`config.mk`:
```
export PLATFORM = sky130hd
export DESIGN_NAME = daq_buf_alloc
export DESIGN_NICKNAME = d
export VERILOG_FILES = /design/src/rtl/daq_buf_alloc.sv
export SDC_FILE = /design/constraint.sdc
export NUM_CORES = 1
export LEC_CHECK = 0
export CORE_ASPECT_RATIO = 0.9
export CORE_UTILIZATION = 50
export CTS_CLUSTER_SIZE = 20
export DETAILED_ROUTE_END_ITERATION = 6
export PLACE_DENSITY = 0.69
export SLEW_MARGIN = 40
export SYNTH_ARGS = -nofsm -noshare
export SYNTH_HDL_FRONTEND = slang
export SYNTH_SLANG_ARGS = --single-unit
```
`constraint.sdc`:
```
create_clock -name clk -period 11.4 [get_ports clk]
set_clock_uncertainty 0.15 [all_clocks]
set_input_delay 2.28 -clock clk [delete_from_list [all_inputs] [get_ports clk]]
set_output_delay 2.28 -clock clk [all_outputs]
set_load 0.02 [all_outputs]
```
`src/rtl/daq_buf_alloc.sv`:
```
// Space allocator and write sequencer for the DAQ best/raw rings: grants or drops each L1A,
// pulses l1a_grant/l1a_drop one cycle after l1a_req, runs the write window from the grant cycle.

module daq_buf_fifo #(
    parameter int W   = 9,
    parameter int AWF = 4
) (
    input  logic         clk,
    input  logic         hard_rst,
    input  logic         push,
    input  logic         pop,
    input  logic [W-1:0] wdat,
    output logic [W-1:0] rdat
);
    logic [W-1:0]   mem [2**AWF];
    logic [AWF-1:0] wr_ptr;
    logic [AWF-1:0] rd_ptr;

    always_ff @(posedge clk) begin
        if (!hard_rst) begin
            wr_ptr <= '0;
            rd_ptr <= '0;
        end else begin
            if (push) wr_ptr <= wr_ptr + 1'b1;
            if (pop)  rd_ptr <= rd_ptr + 1'b1;
        end
    end

    always_ff @(posedge clk) begin
        if (push) mem[wr_ptr] <= wdat;
    end

    assign rdat = mem[rd_ptr];
endmodule

module daq_buf_alloc #(
    parameter int AW  = 8,
    parameter int EVW = 4
) (
    input  logic          clk,
    input  logic          hard_rst,
    input  logic          l1a_req,
    input  logic [3:0]    lct_bins,
    input  logic [4:0]    raw_bins,
    input  logic          raw_en,
    input  logic          rd_done,
    output logic          l1a_grant,
    output logic          l1a_drop,
    output logic [AW-1:0] best_base,
    output logic [AW-1:0] raw_base,
    output logic [11:0]   ev_count,
    output logic          best_we,
    output logic [AW-1:0] best_adw,
    output logic          raw_we,
    output logic [AW-1:0] raw_adw,
    output logic          best_full,
    output logic          raw_full,
    output logic [EVW:0]  outstanding,
    output logic          alloc_err
);
    typedef enum logic {IDLE, WRITE} state_t;

    localparam logic [AW:0] MAXW = {1'b0, {AW{1'b1}}};

    state_t      state;
    logic [AW:0] best_used;
    logic [AW:0] raw_used;
    logic [3:0]  best_rem;
    logic [4:0]  raw_rem;
    logic [8:0]  head;

    logic [4:0]   rb;
    logic         rel;
    logic [AW:0]  lb_ext, rb_ext;
    logic [AW:0]  best_post, raw_post;
    logic [EVW:0] out_post;
    logic         best_ok, raw_ok, ev_ok, grant_ok;
    logic         best_we_nxt, raw_we_nxt;

    assign rb     = raw_en ? raw_bins : 5'd0;
    assign rel    = rd_done && (outstanding != '0);
    assign lb_ext = {{(AW-3){1'b0}}, lct_bins};
    assign rb_ext = {{(AW-4){1'b0}}, rb};

    // Occupancy after any same-cycle release; the space check must see this, not the raw counters.
    assign best_post = best_used - (rel ? {{(AW-3){1'b0}}, head[8:5]} : '0);
    assign raw_post  = raw_used  - (rel ? {{(AW-4){1'b0}}, head[4:0]} : '0);
    assign out_post  = outstanding - {{EVW{1'b0}}, rel};

    assign best_ok  = (best_post + lb_ext) <= MAXW;
    assign raw_ok   = (raw_post + rb_ext) <= MAXW;
    assign ev_ok    = !out_post[EVW];
    assign grant_ok = (state == IDLE) && l1a_req && best_ok && raw_ok && ev_ok;

    assign best_we_nxt = best_we && (best_rem > 4'd1);
    assign raw_we_nxt  = raw_we && (raw_rem > 5'd1);

    daq_buf_fifo #(.W(9), .AWF(EVW)) u_size_fifo (
        .clk      (clk),
        .hard_rst (hard_rst),
        .push     (grant_ok),
        .pop      (rel),
        .wdat     ({lct_bins, rb}),
        .rdat     (head)
    );

    always_ff @(posedge clk) begin
        if (!hard_rst) begin
            state       <= IDLE;
            best_used   <= '0;
            raw_used    <= '0;
            outstanding <= '0;
            ev_count    <= '0;
            best_adw    <= {{(AW-1){1'b0}}, 1'b1};
            raw_adw     <= {{(AW-1){1'b0}}, 1'b1};
            best_base   <= '0;
            raw_base    <= '0;
            best_rem    <= '0;
            raw_rem     <= '0;
            best_we     <= 1'b0;
            raw_we      <= 1'b0;
            l1a_grant   <= 1'b0;
            l1a_drop    <= 1'b0;
            alloc_err   <= 1'b0;
            best_full   <= 1'b0;
            raw_full    <= 1'b0;
        end else begin
            l1a_grant   <= grant_ok;
            l1a_drop    <= l1a_req && !grant_ok;
            alloc_err   <= rd_done && (outstanding == '0);
            best_full   <= !best_ok || !ev_ok;
            raw_full    <= !raw_ok || !ev_ok;
            best_used   <= best_post + (grant_ok ? lb_ext : '0);
            raw_used    <= raw_post + (grant_ok ? rb_ext : '0);
            outstanding <= out_post + {{EVW{1'b0}}, grant_ok};

            case (state)
                IDLE: begin
                    if (grant_ok) begin
                        best_base <= best_adw;
                        raw_base  <= raw_adw;
                        ev_count  <= ev_count + 12'd1;
                        best_rem  <= lct_bins;
                        raw_rem   <= rb;
                        best_we   <= (lct_bins != 4'd0);
                        raw_we    <= (rb != 5'd0);
                        // Empty-record events are granted but never enter the write window.
                        state     <= ((lct_bins != 4'd0) || (rb != 5'd0)) ? WRITE : IDLE;
                    end
                end
                WRITE: begin
                    if (best_we) begin
                        best_adw <= best_adw + 1'b1;
                        best_rem <= best_rem - 4'd1;
                    end
                    if (raw_we) begin
                        raw_adw <= raw_adw + 1'b1;
                        raw_rem <= raw_rem - 5'd1;
                    end
                    best_we <= best_we_nxt;
                    raw_we  <= raw_we_nxt;
                    if (!best_we_nxt && !raw_we_nxt) state <= IDLE;
                end
                default: state <= IDLE;
            endcase
        end
    end
endmodule

```
; ---- Yosys cells after proc, flatten, opt, wreduce, memory -nomap -nowiden
; Memories as Yosys holds them, arrays and structs flattened. A register that Yosys moved wholly into a read port is not among the register bits.
; Cells that the tools add are included.
[totals]
ff_bits = 92
mem_bits_rw = 144
in_bits = 14
word_cells = 95
mem_count = 1
[mem_list]
columns = name, depth, width, rd, rd_ports_with_merged_regs, wr, line
row1 = u_size_fifo.mem, 16, 9, 1, 1, 1, 15  ; logic [W-1:0] mem [2**AWF];
[classes]
n_addsub = 15
n_lt_le_gt_ge = 4
eq_ne = 3
n_mux = 23
bitwise_logic = 1
n_reduce_logical = 28
[op_table]
columns = op, n
row1 = $mux W5, 5
row2 = $mux W4, 6
row3 = $add A9 B4 Y9, 2
row4 = $add A9 B5 Y9, 2
row5 = $le A9 B8 Y1 const B, 2
row6 = $add A8 B1 Y8 const B, 2
row7 = $add A12 B1 Y12 const B, 1
row8 = $logic_and A1 B1 Y1, 10
row9 = $pmux W5 S2, 1
row10 = $reduce_and A2 Y1, 5
row11 = $reduce_bool A5 Y1, 2
row12 = $sub A9 B4 Y9, 1
row13 = $sub A9 B5 Y9, 1
row14 = $add A4 B1 Y4 const B, 2
row15 = $pmux W4 S2, 1
row16 = $mux W1, 7
row17 = $logic_not A1 Y1, 6
row18 = $ne A2 B2 Y1 const B, 3
row19 = $pmux W1 S2, 3
row20 = $add A5 B1 Y5, 1
row21 = $gt A5 B1 Y1 const B, 1
row22 = $logic_not A5 Y1, 1
row23 = $sub A5 B1 Y5, 1
row24 = $sub A5 B1 Y5 const B, 1
row25 = other kinds (5), 7

; ---- Logic depth before layout (Yosys ltp)
; Gate-level depths: netlist (run 1).
[depth]
word_depth = 11
mapped_depth = 30
ltp_nobuf = 26

; ---- By module
; From an unflattened synthesis (run 1), not the netlist that was laid out.
[unflattened]
cells_unflattened = 854
hier_area_um2 = 10822.9
[by_module_without_submodules]
columns = mod, n_inst, cells_per_inst, area_each_um2, seq_area_each_um2
row1 = daq_buf_fifo, 1, 284, 6073.3, 4564.4
row2 = daq_buf_alloc, 1, 570, 4749.6, 1681.6

; ---- Worst setup path after synthesis (run 1)
; No wires, ideal clock.
[synth_path]
kind = input to register
start = input rd_done
end = register best_used[6]
arrival_time_ps = 6959
t_required_ps = 11122
setup_slack_ps = 4164
stages = 27
path_buffers = 4
path_cell_list = nor2b_1 > clkbuf_1 > clkbuf_1 > and2_1 > ha_1 > inv_1 > fa_1 > a21o_1 > a21oi_1 > xnor2_1 > ha_1 > a21oi_1 > or4_4 > a21boi_4 > buf_6 > buf_2 > and2_1 > ha_1 > inv_1 > fa_1 > nor2b_1 > o21ai_0 > nand2b_1 > nor3_1 > a21oi_1 > xor2_1 > nor2_1
[synth_via]
elab_chain_len = 10
[synth_rtl]
columns = item, line
row1 = start: declaration, 46  ; input logic rd_done,
row2 = $logic_and A1 B1 Y1 (*), 81  ; assign rel = rd_done && (outstanding != '0);
row3 = $mux W4, 86  ; assign best_post = best_used - (rel ? {{(AW-3){1'b0}}, head[8:5]} : '0);
row4 = $sub A9 B4 Y9, 86
row5 = $add A9 B4 Y9, 90  ; assign best_ok = (best_post + lb_ext) <= MAXW;
row6 = $le A9 B8 Y1, 90
row7 = $logic_and A1 B1 Y1 (2 in series), 93  ; assign grant_ok = (state == IDLE) && l1a_req && best_ok && raw_ok && ev_ok;
row8 = $logic_and A1 B1 Y1 (*), 93
row9 = via grant_ok, 77  ; logic best_ok, raw_ok, ev_ok, grant_ok;
row10 = $mux W4 (*), 133  ; best_used <= best_post + (grant_ok ? lb_ext : '0);
row11 = $add A9 B4 Y9 (*), 133
row12 = end signal: assignment, 133
row13 = end: declaration, 66  ; logic [AW:0] best_used;
; Mark *: on every way through the listed nets, which the timed path passes. The rest lies on a longest branch.
; A chain may end at the register's enable or synchronous reset.

; ---- Worst setup path after layout (run 1)
[layout_path]
start = input rd_done
end = register raw_used[8]
[layout_via]
elab_chain_len = 10
[layout_rtl]
columns = item, line
row1 = $logic_and A1 B1 Y1 (*), 81
row2 = $mux W4, 86
row3 = $sub A9 B4 Y9, 86
row4 = $add A9 B4 Y9, 90
row5 = $le A9 B8 Y1, 90
row6 = $logic_and A1 B1 Y1 (3 in series), 93
row7 = $mux W5, 134  ; raw_used <= raw_post + (grant_ok ? rb_ext : '0);
row8 = $add A9 B5 Y9 (*), 134
row9 = end signal: assignment, 134
row10 = end: declaration, 67  ; logic [AW:0] raw_used;
; Every way passes the cells marked *; elsewhere a longest branch is shown, timed or not.

==> results of run 1 <==
-- logic make-up (layout without fill, tap and decap cells) --
kind of cell               Yosys count  in the layout  share of synthesized area (%)
AOI/OAI and AO/OA                   92             92                           5.74
xor gates and xnor gates            48             48                           4.02
adders and majority gates           49             49                           6.07
buffers and inverters               71            160                           2.83
DFF                                240            240                           57.6
muxes                               75             75                           12.1
and+or+nand+nor                    250            250                           11.6
-- cell type report --
class / instances / area, sq um
flip-flops and latches: 240 / 6250
clock buffers: 34 / 673
repair buffers: 80 / 773
well taps: 286 / 358
multi-input cells: 514 / 4290
inverters: 36 / 135
fillers: 1682 / 8440
clock inverters: 10 / 103
-- cell usage after synthesis (3+ instances only) --
library cell,number
ha_1,43
dfxtp_1,96
mux4_2,45
mux2i_1,30
edfxtp_1,144
xor2_1,24
nor3b_1,6
fa_1,6
o31a_1,4
and4_1,4
o21ai_1,4
buf_1,7
o311a_1,5
inv_1,36
and2_1,30
and3_1,9
clkbuf_1,20
nor2b_1,6
nand2_1,52
o211ai_1,5
or3_1,4
o21ai_0,14
nor2_1,77
a31o_2,3
o221ai_1,3
nand3_1,8
a21o_1,8
xnor2_1,22
nand4_1,13
buf_4,3
nor3_1,12
a21oi_1,31
nand2b_1,15
nor4_1,6
-- power by group --
group / switching [W] / leakage, nW / internal [W]
Clock: 0.000320 / 0.377 / 0.000457
Combinational: 0.000680 / 2.06 / 0.000549
Sequential: 0.0000704 / 2.09 / 0.00101
-- path summary, 6_finish.rpt --
check         startpoint     endpoint  slack (ns)  depth (start not counted)
max              rd_done  raw_used[8]        3.72                         23
min          ev_count[8]  ev_count[8]        0.34                          2
max reg2reg     register  raw_used[8]        4.65                         23
min reg2reg  ev_count[8]  ev_count[8]        0.34                          2
-- layer usage --
| layer | global-route usage [%] | vias up |
|---|---|---|
| met4 | 5.01 | 0 |
| met3 | 3.12 | 33 |
| met1 | 29.5 | 3164 |
| met5 | 0 | - |
| li1 | - | 3163 |
| met2 | 32.2 | 152 |
-- critical path, stage by stage --
cell and delay, ns:
clkdlybuf4s50_1 0.47, nor2b_2 0.54, and2_1 0.22, ha_1 0.15, inv_1 0.05, fa_1 0.43, a21o_1 0.18, a21oi_1 0.16
xnor2_1 0.13, ha_1 0.29, a21oi_1 0.09, or4_4 0.56, a21boi_4 0.17, buf_4 0.46, and2_1 0.24, ha_1 0.17
inv_1 0.05, fa_1 0.39, o21ai_0 0.31, a21oi_1 0.14, nor3_1 0.20, xnor2_1 0.14, nor2_1 0.05
-- through the flow --
stage	hold slack [ns]	worst slack, ns	total power (W)	cell area, sq um	utilization, %
2_1_floorplan	0.311	4.16	0.00208	10800	-
3_3_place_gp	0.324	2.97	0.00231	11800	56.1
3_5_place_dp	0.331	3.17	0.00233	11800	56.1
4_1_cts	0.345	3.69	0.00311	12600	59.8
5_1_grt	0.363	3.30	0.00329	12600	59.8
6_report	0.340	3.72	0.00309	12600	59.8
-- flip-flops by register name, summed over array words and instances, names as in the netlist, 5 cells and up, named ones only --
name             cells
best_adw             8
best_used            9
raw_rem              5
ev_count            12
raw_base             8
u_size_fifo.mem    144
raw_adw              8
raw_used             9
outstanding          5
best_base            8
==> flow_metrics.tcl, run 1 <==
set metrics [dict create \
    post_cts_resized 0 \
    die_w_um 157 \
    grt_pass1_wl_um 34500 \
    hold_class "reg2reg" \
    critPathCaptureType "register" \
    slew_headroom_pct 49.4 \
    num_vias 6512 \
    powerDensity_nw_per_um2 246 \
    grtUsageTotal_pct 20.3 \
    drc_errors 0 \
    viasPerCell 5.43 \
    ant_nets 0 \
    rows 50 \
    syn_area_sq_um 10800 \
    yosysTopAreaCellShare_pct 39.9 \
    netlist_top_cells_area "edfxtp_1 (40%), dfxtp_1 (18%), mux4_2 (9.4%)" \
    drive_gt1_share_pct 11.6 \
    n_antenna_cell 0 \
    maxUsedRoutingLayer "met4" \
    cp-start-kind "input pin" \
    path_class "in2reg" \
    yosysWarnings 0 \
    async_flop_share_pct 0 \
    maxCapViolCount 0 \
    syn-num-nets 888 \
    wl_met2_um 10100 \
    routedWlPerCell_um 18.2 \
    yosysUniqueCellTypes 55 \
    initial_utilization_pct 51.6 \
    clk_pin_slew_ns 0.06 \
    synthFlopType "edfxtp_1" \
    met1_length_um 10300 \
    die_area_sq_um 22300 \
    synthCells 825 \
    crit_fanout 54 \
    io_pins 70 \
    drt_iter0_markers 472 \
    clk_latency_ns 0.51 \
    cts_made_buffers 24 \
    post-route-period-util_pct 67.4 \
    clk_path_buf_depth 3 \
    rsz0062_at_grt "false" \
    fmax_mhz 130 \
    finalSetupViolCount 0 \
    final_cells 1200 \
    wl_um 21900 \
    htree_levels 1 \
    final_nets 959 \
    die_h_um 142 \
    final_cell_mix "edfxtp_1 (144), dfxtp_1 (95), nor2_1 (77), clkdlybuf4s50_1 (69), nand2_1 (52)" \
    cts_tree "built" \
    final_common_cell "edfxtp_1" \
    cts.sinks 240 \
    setup-tns-final_ns 0 \
    cp_data_arrival_time_ns 7.91 \
    drv_slew 0 \
    min_period_ns 7.68 \
    synth_enable_flop_cells 144 \
    ys_seq_area_share_pct 57.6 \
    core_area_sq_um 21000 \
    outcome "finished, final reports clean" \
    firstDrtPassIters 4 \
    gr-total-overflow 0 \
    dpl.hpwl_um 14100 \
    synth_area_per_cell_sq_um 13.1 \
    synth_largest_area_cell "edfxtp_1" \
    p_leak_nw 4.53 \
    grt_max_degree 59 \
    placed_cells_incl_taps 1156 \
    grt_pass1_vias 6282 \
    required_ns 11.63 \
    ctsRootBufferMaster "clkbuf_16" \
    port_buffers 69 \
    wl_met3_um 1070 \
    worst_pin_slew_ns 0.758 \
    ys_ff_latch 240 \
    place_congestion 0.815 \
    postCtsSetupRepairBufs 0 \
    cts_hold_buf 0 \
    ir_drop_uv 129 \
    finalHoldViolCount 0 \
    antenna_found_initial 0 \
    syn_to_final_growth_pct 16.1 \
]
Power figures use the tool's default switching activity.
==> inputs of run 2 (changes only) <==
Settings changed: PLACE_DENSITY 0.69 to 0.72.
Clock period 11.4 ns to 6.77 ns, I/O delays scaled along.
==> flow_metrics.tcl, run 2 (synthesis gave the netlist of run 1 again) <==
set metrics [dict create \
    initial_utilization_pct 51.6 \
    setup-tns-final_ns 0 \
    cts_made_buffers 25 \
    grtUsageTotal_pct 21.2 \
    critPathCaptureType "register" \
    min_period_ns 6.28 \
    crit_fanout 52 \
    postCtsSetupRepairBufs 0 \
    maxCapViolCount 0 \
    cp_data_arrival_time_ns 6.51 \
    htree_levels 1 \
    grt_pass1_wl_um 35900 \
    io_pins 70 \
    drc_errors 0 \
    powerDensity_nw_per_um2 422 \
    p_sw_share_pct 34.2 \
    max_flop_register "u_size_fifo.mem" \
    grt_pass1_vias 6612 \
    required_ns 7.00 \
    die_area_sq_um 22300 \
    port_buffers 69 \
    n_antenna_cell 0 \
    p_comb_share_pct 39.7 \
    ctsRootBufferMaster "clkbuf_16" \
    p_leak_nw 4.67 \
    dpl.hpwl_um 14800 \
    wl_um 22700 \
    whs_ns 0.340 \
    dpl_cell_area_sq_um 11900 \
    routedWlPerCell_um 18.7 \
    gr-total-overflow 0 \
    syn_to_final_growth_pct 18.4 \
    drive_gt1_share_pct 13.4 \
    grt_max_degree 66 \
    power_frac_clock_pct 26.5 \
    finalSetupViolCount 0 \
    final_common_cell "edfxtp_1" \
    p_int_w 0.00357 \
    viasPerCell 5.58 \
    reg.largest.list "u_size_fifo.mem x144, ev_count x12" \
    post-route-period-util_pct 92.8 \
    seq_power_share_pct 33.8 \
    power_switching_w 0.00185 \
    finalHoldViolCount 0 \
    firstDrtPassIters 5 \
    ant_nets 0 \
    cts_tree "built" \
    largest_reg_flops 144 \
    placed_cells_incl_taps 1171 \
    fin_area_sq_um 12800 \
    final_cells 1217 \
    p_total_w 0.00542 \
    rows 50 \
    cp-start-kind "register" \
    slew_headroom_pct 40.0 \
    drt_iter0_markers 382 \
    cts.sinks 240 \
    final_cell_mix "edfxtp_1 (144), dfxtp_1 (95), nor2_1 (77), clkdlybuf4s50_1 (69), nand2_1 (52)" \
    rsz0062_at_grt "false" \
    drv_slew 0 \
    final_nets 975 \
    fmax_mhz 159 \
    clk_latency_ns 0.52 \
    worst_pin_slew_ns 0.897 \
    clk_pin_slew_ns 0.06 \
    ir_drop_uv 288 \
    core_area_sq_um 21000 \
    num_vias 6793 \
    die_w_um 157 \
    clk_path_buf_depth 3 \
    antenna_found_initial 0 \
    path_class "reg2reg" \
    cts_hold_buf 0 \
    place_congestion 0.835 \
    post_cts_resized 0 \
    outcome "finished, final reports clean" \
    die_h_um 142 \
    hold_class "reg2reg" \
]
-- run 2: cell types whose count changed in the layout (fill, tap and decap cells not counted), moves of 3 or more --
cell / change
buf_12: +3
buf_4: +12
clkbuf_1: -4
clkbuf_2: -3
clkbuf_8: +4
inv_6: +3
-- run 2: worst paths after layout --
| path | startpoint | to | slack (ns) | cells after the start |
|---|---|---|---|---|
| min reg2reg | best_base[3] | best_base[3] | 0.34 | 2 |
| max | register | raw_used[7] | 0.49 | 24 |
| max reg2reg | register | raw_used[7] | 0.49 | 24 |
| min | best_base[3] | best_base[3] | 0.34 | 2 |
-- run 2: worst max-delay path: stages, from the launching register on --
cell and delay (ns):
dfxtp_2 0.49, buf_4 0.26, mux4_2 0.58, mux4_2 0.56
and2_1 0.20, ha_1 0.18, inv_1 0.07, fa_1 0.47
fa_1 0.41, a21o_1 0.17, a21o_1 0.17, a21oi_1 0.23
o31ai_1 0.16, a21boi_4 0.29, buf_12 0.28, nand2_1 0.13
inv_1 0.07, ha_1 0.21, a21o_1 0.16, a21o_1 0.20
a21o_1 0.18, a21oi_1 0.24, nor3_1 0.09, xor2_1 0.13
nor2_1 0.05
-- run 2: power groups by stage --
stage | combinational, W | clock (W) | sequential (W)
4_1_cts | 0.00216 | 0.00146 | 0.00184
5_1_grt | 0.00238 | 0.00151 | 0.00186
3_3_place_gp | 0.00212 | 0 | 0.00186
3_5_place_dp | 0.00215 | 0 | 0.00186
6_report | 0.00215 | 0.00144 | 0.00183
2_1_floorplan | 0.00165 | 0 | 0.00185
-- run 2: final cells by class --
cell class | instances | area [sq um]
clock inverters | 14 | 159
repair buffers | 95 | 923
multi-input cells | 514 | 4280
well taps | 286 | 358
inverters | 36 | 135
flip-flops and latches | 240 | 6250
clock buffers | 32 | 723
fillers | 1666 | 8190
-- run 2: metrics by stage --
| stage | utilization, % | setup WS, ns |
|---|---|---|
| 3_3_place_gp | 56.8 | 0.226 |
| 4_1_cts | 61.0 | 0.425 |
| 3_5_place_dp | 56.8 | 0.120 |
| 5_1_grt | 61.0 | 0.153 |
| 2_1_floorplan | - | 0.460 |
| 6_report | 61.0 | 0.488 |
-- run 2: layer usage --
| layer | global-route usage [%] | wire length (um) | vias up |
|---|---|---|---|
| met3 | 3.57 | 1430 | 37 |
| met4 | 5.11 | 476 | 0 |
| met2 | 33.6 | 10500 | 190 |
| met1 | 30.5 | 10300 | 3365 |
| li1 | - | - | 3201 |
| met5 | 0 | 0 | - |
==> inputs of run 3 (changes only) <==
Settings changed: PLACE_DENSITY 0.72 to 0.79.
==> flow_metrics.tcl, run 3 (synthesis gave the netlist of run 1 again) <==
set metrics [dict create \
    outcome "finished, final reports clean" \
    hold_class "reg2reg" \
    cp_slowest_cell "mux4_2" \
    drt_iter0_markers 486 \
    cts_tree "built" \
    cp_data_arrival_time_ns 6.56 \
    gr-total-overflow 0 \
    worst_pin_slew_ns 0.712 \
    post-route-period-util_pct 93.2 \
    place_congestion 0.873 \
    rows 50 \
    cts_hold_buf 0 \
    firstDrtPassIters 5 \
    grt_pass1_vias 6783 \
    htree_levels 1 \
    die_h_um 142 \
    routedWlPerCell_um 19.5 \
    clk_pin_slew_ns 0.06 \
    rsz0062_at_grt "false" \
    maxCapViolCount 0 \
    reg.largest.list "u_size_fifo.mem x144, ev_count x12" \
    cp_common_cell "fa_1" \
    grtUsageTotal_pct 22.2 \
    n_antenna_cell 0 \
    slew_headroom_pct 52.5 \
    drive_gt1_share_pct 13.0 \
    port_buffers 69 \
    powerDensity_nw_per_um2 416 \
    final_cell_mix "edfxtp_1 (144), dfxtp_1 (94), nor2_1 (77), clkdlybuf4s50_1 (69), nand2_1 (52)" \
    core_area_sq_um 21000 \
    final_nets 976 \
    crit_fanout 25 \
    clk_latency_ns 0.54 \
    max_stage_delay_ns 0.55 \
    p_total_w 0.00530 \
    setup-tns-final_ns 0 \
    seqCellArea_sq_um 6250 \
    grt_max_degree 49 \
    postCtsSetupRepairBufs 0 \
    cp-start-kind "register" \
    finalSetupViolCount 0 \
    final_common_cell "edfxtp_1" \
    cts.sinks 240 \
    path_class "reg2reg" \
    largest_reg_flops 144 \
    drv_slew 0 \
    fmax_mhz 159 \
    die_w_um 157 \
    antenna_found_initial 0 \
    clk_path_buf_depth 3 \
    viasPerCell 5.60 \
    ctsRootBufferMaster "clkbuf_16" \
    min_period_ns 6.31 \
    grt_pass1_wl_um 37400 \
    num_vias 6814 \
    ant_nets 0 \
    io_pins 70 \
    wl_um 23700 \
    p_leak_nw 4.64 \
    ir_drop_uv 262 \
    fillers 1627 \
    dpl.hpwl_um 15300 \
    initial_utilization_pct 51.6 \
    multiInputGateArea_sq_um 4280 \
    syn_to_final_growth_pct 17.6 \
    max_flop_register "u_size_fifo.mem" \
    required_ns 7.02 \
    die_area_sq_um 22300 \
    drc_errors 0 \
    post_cts_resized 0 \
    finalHoldViolCount 0 \
    cts_made_buffers 26 \
    critPathCaptureType "register" \
]
==> run 3: cell types whose count changed in the layout (fill, tap and decap cells not counted), moves of 2 or more <==
cell | before | now
bufinv_16 | 3 | 0
clkbuf_1 | 1 | 8
clkinv_1 | 2 | 0
clkinvlp_4 | 2 | 0
inv_6 | 3 | 1
==> run 3: critical path, delay by kind of cell, from the launching register on <==
family	cells	cell delay, ns
fa+ha+maj	5	1.63
compound gates	7	1.30
mux	2	1.09
simple gates	6	0.75
buf+inv	4	0.56
flops	1	0.51
xor+xnor	1	0.16
==> run 3: per-layer routing <==
metal,GRT usage [%],vias up,wire length [um]
met3,4.70,34,1620
met2,36.2,236,11400
li1,-,3198,-
met5,0,-,0
met1,29.4,3346,10000
met4,8.12,0,676
==> run 3: power breakdown <==
group / internal (W) / switching (W) / total, W
logic: 0.000970 / 0.00116 / 0.00213
clock network: 0.000774 / 0.000554 / 0.00133
registers: 0.00171 / 0.000131 / 0.00184
total: 0.00345 / 0.00185 / 0.00530
==> run 3: worst paths after layout <==
| check | depth (start not counted) | to | from | slack [ns] |
|---|---|---|---|---|
| max | 25 | best_used[6] | register | 0.46 |
| max reg2reg | 25 | best_used[6] | register | 0.46 |
| min reg2reg | 2 | best_base[2] | best_base[2] | 0.35 |
| min | 2 | best_base[2] | best_base[2] | 0.35 |
==> run 3: through the flow <==
step                      hold slack [ns]  instance area (sq um)  std cells  setup WS (ns)  util [%]
after floorplan                     0.311                  10800        825          0.460         -
after detailed placement            0.330                  11900       1171         0.0761      56.8
after global routing                0.379                  12700       1217         0.0388      60.6
after CTS                           0.347                  12700       1217          0.398      60.6
after global placement              0.324                  11900       1171          0.240      56.8
final                               0.345                  12700       1217          0.461      60.6
==> run 3: cell type report <==
class                      count  area share, %
timing repair buffer          95           7.15
multi-input combinational    514           33.6
sequential                   240           49.0
inverter                      36           1.06
clock buffer                  40           5.99
clock inverter                 6          0.353
tap                          286           2.81
